## config.mk

```make
export PLATFORM = sky130hd
export DESIGN_NAME = univ_shift_reg
export DESIGN_NICKNAME = d
export VERILOG_FILES = /design/src/rtl/univ_shift_reg_pkg.sv /design/src/rtl/univ_shift_reg_sat_counter.sv /design/src/rtl/univ_shift_reg.sv
export SDC_FILE = /design/constraint.sdc
export NUM_CORES = 1
export LEC_CHECK = 0
export CAP_MARGIN = 15
export CORE_MARGIN = 3
export CORE_UTILIZATION = 42
export CTS_CLUSTER_SIZE = 16
export DETAILED_ROUTE_END_ITERATION = 10
export PLACE_DENSITY_LB_ADDON = 0.3
export SYNTH_ARGS = -nofsm -noshare
export SYNTH_HDL_FRONTEND = slang
export SYNTH_SLANG_ARGS = --single-unit
```

## constraint.sdc

```tcl
create_clock -name clk -period 1.58 [get_ports clk]
set_input_delay 0.395 -clock clk [delete_from_list [all_inputs] [get_ports clk]]
set_output_delay 0.395 -clock clk [all_outputs]
set_load 0.02 [all_outputs]
```

## src/rtl/univ_shift_reg_pkg.sv

```systemverilog
// Shared mode encodings and counter sizing for the universal shift register.
package univ_shift_reg_pkg;

    typedef enum logic [1:0] {
        MODE_HOLD = 2'b00,
        MODE_SHL  = 2'b01,
        MODE_SHR  = 2'b10,
        MODE_LOAD = 2'b11
    } mode_e;

    function automatic int cnt_w(input int width);
        return $clog2(width + 1);
    endfunction

endpackage

```

## src/rtl/univ_shift_reg_sat_counter.sv

```systemverilog
// Saturating up-counter: synchronous zero takes priority over increment.
module sat_counter #(
    parameter int unsigned MAX = 8,
    parameter int unsigned W   = 4
) (
    input  logic         clk,
    input  logic         rst,
    input  logic         inc,
    input  logic         zero,
    output logic [W-1:0] cnt
);

    always_ff @(posedge clk or posedge rst) begin
        if (rst) begin
            cnt <= '0;
        end else if (zero) begin
            cnt <= '0;
        end else if (inc && (cnt != W'(MAX))) begin
            cnt <= cnt + W'(1);
        end
    end

endmodule

```

## src/rtl/univ_shift_reg.sv

```systemverilog
// Universal register/serialiser: hold, shift left/right, parallel load, sync clear,
// with a saturating shift counter flagging a fully serialised word.
module univ_shift_reg
    import univ_shift_reg_pkg::*;
#(
    parameter int unsigned      WIDTH       = 8,
    parameter logic [WIDTH-1:0] RST_VAL     = '0,
    parameter bit               SYNC_CLR_EN = 1'b1
) (
    input  logic                      clk,
    input  logic                      rst,
    input  logic                      en,
    input  logic                      clr,
    input  logic [1:0]                mode,
    input  logic [WIDTH-1:0]          d,
    input  logic                      ser_lsb,
    input  logic                      ser_msb,
    output logic [WIDTH-1:0]          q,
    output logic                      sout_l,
    output logic                      sout_r,
    output logic [cnt_w(WIDTH)-1:0]   cnt,
    output logic                      done
);

    localparam int CW = cnt_w(WIDTH);

    mode_e            op;
    logic             clr_act;
    logic             shifting;
    logic [WIDTH-1:0] shl_val;
    logic [WIDTH-1:0] shr_val;
    logic [WIDTH-1:0] next_q;

    assign op       = mode_e'(mode);
    assign clr_act  = SYNC_CLR_EN && clr;
    assign shifting = en && ((op == MODE_SHL) || (op == MODE_SHR));

    // A single-bit register has no retained bits, so a shift just takes the serial input.
    if (WIDTH == 1) begin : g_w1
        assign shl_val = ser_lsb;
        assign shr_val = ser_msb;
    end else begin : g_wn
        assign shl_val = {q[WIDTH-2:0], ser_lsb};
        assign shr_val = {ser_msb, q[WIDTH-1:1]};
    end

    always_comb begin
        next_q = q;
        case (op)
            MODE_SHL:  next_q = shl_val;
            MODE_SHR:  next_q = shr_val;
            MODE_LOAD: next_q = d;
            default:   next_q = q;
        endcase
    end

    always_ff @(posedge clk or posedge rst) begin
        if (rst) begin
            q <= RST_VAL;
        end else if (clr_act) begin
            q <= '0;
        end else if (en) begin
            q <= next_q;
        end
    end

    sat_counter #(
        .MAX (WIDTH),
        .W   (CW)
    ) u_cnt (
        .clk  (clk),
        .rst  (rst),
        .inc  (shifting && !clr_act),
        .zero (clr_act || (en && (op == MODE_LOAD))),
        .cnt  (cnt)
    );

    assign sout_l = q[WIDTH-1];
    assign sout_r = q[0];
    assign done   = (cnt == CW'(WIDTH));

endmodule
```

-- After elaboration in Yosys (flattened, before gate mapping)
Cells that the tools add are included.
- bits in registers: 12
- input bits: 16
- output and inout bits: 15
- $add $sub $neg: 1
- eq/ne operators: 5
- mux-type cells: 5
- reduce and logical (&&, ||, !) cells: 11
- operator list (operator ; count):
    8-bit case mux with 3 select lines ; 1
    8-bit two-way mux ; 2
    4-bit two-way mux ; 2
    4-bit by 1-bit adder with 4-bit output (second input constant) ; 1
    2-bit equality test (second input constant) ; 2
    4-bit equality test (second input constant) ; 1
    1-bit logical AND ; 4
    4-bit != test (second input constant) ; 1
    2-bit nonzero test ; 2
    4-bit nonzero test ; 1
    2-bit by 1-bit equality test with 1-bit output (second input constant) ; 1
    1-bit logical OR ; 2
    2-bit AND reduction ; 1
    1-bit logical NOT ; 1

-- Depth between registers and ports, before layout
- depth in word-level cells: 7
- mapped depth: 6
- mapped depth without buffers: 6

-- Modules after synthesis
A second synthesis with hierarchy kept.
- cell total of the unflattened synthesis: 75
- area, all modules: 765.7 µm²
- by module, submodules not included (module ; times used ; cells an instance ; area an instance (µm²) ; seq. area each (µm²)):
    univ_shift_reg ; 1 ; 51 ; 533.0 ; 200.2
    sat_counter ; 1 ; 24 ; 232.7 ; 100.1

-- Worst setup path after synthesis
OpenSTA, ideal clock, no wires.
- path type: input -> register
- start point: in mode[0]
- end point: reg u_cnt.cnt[3]
- data arrival time: 1.504 ns
- setup slack: -0.006 ns
- stages: 5
- path through: inv_1 -> ha_1 -> nand4b_1 -> or4b_1 -> a31oi_1
- cells in the longest elaborated chain, start to end: 6
- elaborated cells on any way between the ends: 11
- classes of those cells: eq/ne: 3; mux: 1; reduce/logical: 7
- ends and longest elaborated chain (item ; RTL line ; text):
    start: declaration ; univ_shift_reg.sv:14 ; input logic [1:0] mode,
    2-bit by 1-bit equality test with 1-bit output / 2-bit equality test (equally long branches) ; univ_shift_reg.sv:36 ; assign shifting = en && ((op == MODE_SHL) || (op == MODE_SHR));
    1-bit logical OR ; univ_shift_reg.sv:36 ;
    1-bit logical AND ; univ_shift_reg.sv:36 ;
    1-bit logical AND ; univ_shift_reg.sv:73 ; .inc (shifting && !clr_act),
    1-bit logical AND ; univ_shift_reg_sat_counter.sv:18 ; end else if (inc && (cnt != W'(MAX))) begin
    2-bit nonzero test (no source line) ; -- ;
    end signal: assignment ; univ_shift_reg_sat_counter.sv:19 ; cnt <= cnt + W'(1);
    end: declaration ; univ_shift_reg_sat_counter.sv:10 ; output logic [W-1:0] cnt
Parallel ways exist; a longest one is shown, timed or not.
A chain may end at the register's enable or synchronous reset.

-- Worst setup path in the final report
- start point: reg u_cnt.cnt[1]
- end point: out done
- cells in the longest elaborated chain, start to end: 1
- ends and longest elaborated chain (item ; RTL line ; text):
    4-bit equality test ; univ_shift_reg.sv:80 ; assign done = (cnt == CW'(WIDTH));
    end: declaration ; univ_shift_reg.sv:22 ; output logic done
No other way between the ends.

==> results.toml <==
[synth]
synth_top_area_share_pct = 38.8
synth_common_cells = "dfrtp_1 (12), a21oi_1 (9), a22o_2 (8), o2bb2ai_1 (8), inv_1 (6)"
synth-edff-count = 0
syn_area_sq_um = 773
synth_seq_area_share_pct = 38.8
synth_ff_type = "dfrtp_1"
ys_ff_latch = 12
synthDistinctLibCells = 24
synth_cells = 74
synth_top_cell_by_area = "dfrtp_1"
postSynth.asyncResetShare_pct = 100
yosysMostFrequentCell = "dfrtp_1"
synth_mux_area_share_pct = 1.29
synth_compound_area_share_pct = 31.4
syn-num-nets = 95
postSynthAreaPerCell_sq_um = 10.4
synth-simple-area-share_pct = 13.4
synth-adder-area-share_pct = 8.09
synthTopCellsByArea = "dfrtp_1 (39%), a22o_2 (10%), o2bb2ai_1 (9.1%)"
yosysWarnings = 0
synth_top_family_by_area = "compound AO/OA/AOI/OAI gates"
synth_xor_area_share_pct = 0

[global_routing]
first_global_vias = 782
antenna_found_initial = 0
grt_max_degree = 13
grt_pass1_wl_mm = 3.59
gr-usage-all-layers_pct = 19.1
grt-ovfl-total = 0

[placed_design]
place_congestion = 0.794
place_area_sq_mm = 0.00116
io_buffers = 30
dp_cells = 136
dp_hpwl_mm = 1.58
post-place-ws_ns = -0.523

[critical_path]
arrival_ns = 1.15
worstReg2RegEnd = "u_cnt.cnt[1]$_DFFE_PP0P_"
reg2reg_from = "u_cnt.cnt[1]$_DFFE_PP0P_"
ff2ff_path_depth = 8
crit_type = "reg2out"
reg2reg_slack_ns = 0.25
crit_path_max_fanout = 2
start_kind = "flop"
crit_start = "u_cnt.cnt[1]$_DFFE_PP0P_"
critPathCaptureType = "output pin"
critPathRequiredTime_ns = 1.18

[floorplan]
initial_core_util_pct = 48.0
io_pins = 31
core_area_sq_mm = 0.00161
die-area_sq_mm = 0.00239
die_w_microns = 48.9
dieHeight_microns = 48.9
num_rows = 14

[clocking]
tritoncts = "done"
ctsHtreeMaxLevel = 1
root_buffer = "clkbuf_4"
clk_latency_ns = 0.26
clk_path_buf_depth = 2
tritoncts_num_sinks = 12
cts-buffers-inserted = 3
cts-hold-fix-buffers = 0
clkTransAtPathRegs_ns = 0.07

[sta]
worstMarginPinSlew_ns = 0.432
slew-limit-headroom_pct = 71.2
slew_viol_final = 0
period_minus_slack_ns = 1.55
finalSetupViolations = 0
finalCritPeriodShare_pct = 97.9
setup_tns_ns = 0
rsz0062_at_grt = "true"
finClkSkew_ns = 0.00565
worst_hold_slack_ns = 0.427
hold_viol = 0
fmax_mhz = 646
setup_ws_ns = 0.0325

[detailed_routing]
drtPass1Iterations = 4
wl_mm = 2.12
vias = 770
route.detailed.drc = 0
viasPerCell = 5.35
drtAntennaViolNets = 0
wire_per_inst_microns = 14.7
drtIter0Drc = 22

[outcome]
run_status = "complete, no violations"

[cells_and_area]
layout.cells.non_filler = 144
fin_area_sq_mm = 0.00128
drive_above_1_share_pct = 38.3
area_growth_pct = 66.2
diodes = 0
post-route-util_pct = 79.7
fillerInstances = 113
layout.nets = 143

[power]
vdd_drop_max_mv = 0.379
cellPowerDensity_mw_per_mm2 = 554
p_leak_nw = 0.620
p_total_uw = 712

[flow_run]
max_cap_violations = 0

[hold_path]
worstHoldPathType = "in2async"
[registers in the layout, summed over array words and instances (netlist names)]
name       cells
u_cnt.cnt      4
q              8
[worst max-delay path, cell delays in order, from the launching register on]
cell	delay (ns)
dfrtp_1	0.39
inv_2	0.07
ha_4	0.12
nand3b_1	0.11
inv_2	0.08
buf_6	0.11
[cells in the final DEF, fill, tap and decap left out, drive strengths merged]
| cell | n |
|---|---|
| buf | 18 |
| dlygate4sd2 | 14 |
| nand3b | 3 |
| inv | 6 |
| a21oi | 10 |
| nand2 | 1 |
| a31oi | 1 |
| dfrtp | 12 |
| clkbuf | 4 |
| o2bb2ai | 8 |
| nor2b | 1 |
| clkdlybuf4s15 | 1 |
| a22o | 8 |
| nand3 | 3 |
| clkdlybuf4s50 | 13 |
| ha | 5 |
| nand2b | 3 |
| a21boi | 2 |
| mux2i | 1 |
| nor2 | 1 |
| nand4b | 1 |
| or3 | 1 |
| o21ai | 2 |
| or4b | 1 |
[layout make-up]
cell class / instances / area, sq um / area share (%)
repair buffers: 47 / 423 / 32.9
clock buffers: 3 / 22.5 / 1.75
multi-input cells: 52 / 487 / 37.9
inverters: 6 / 22.5 / 1.75
flip-flops and latches: 12 / 300 / 23.4
well taps: 24 / 30.0 / 2.34
[metal layers]
layer	wire length [microns]	vias to the layer above	part of all wire (%)	global-route usage (%)
met3	140	4	6.6	4.89
met5	0	-	0	0
li1	-	370	-	-
met2	1020	34	48	30.1
met4	23	0	1.1	5.69
met1	931	362	44	25.7
[kinds of logic after synthesis]
family,count (synthesis)
AOI/OAI and AO/OA,31
muxes,1
buffers and inverters,10
and+or+nand+nor,15
adders and majority gates,5
DFF,12
[how the worst max path moves through the flow]
stage,to,slack [ns],cells past startpoint
global placement,u_cnt.cnt[3]$_DFFE_PP0P_,-0.52,6
finish,done,0.03,5
floorplan,q[0]$_DFFE_PP0P_,0.02,6
CTS,done,0.007,5
global route,done,-0.06,5
detailed placement,u_cnt.cnt[3]$_DFFE_PP0P_,-0.52,6
[report_power, final]
group	internal [mW]	switching [mW]
clock network	0.0879	0.0913
registers	0.317	0.0102
logic	0.109	0.0976
total	0.513	0.199
[what timing repair did]
item                                    4_1_cts  5_1_grt
buffers inserted                              1        4
gates resized for setup                      31       10
cloned                                        0        0
endpoints found under the hold margin         0        0
pin swaps                                     6        5
endpoints found under the setup margin       27       11
Power figures use the tool's default switching activity.
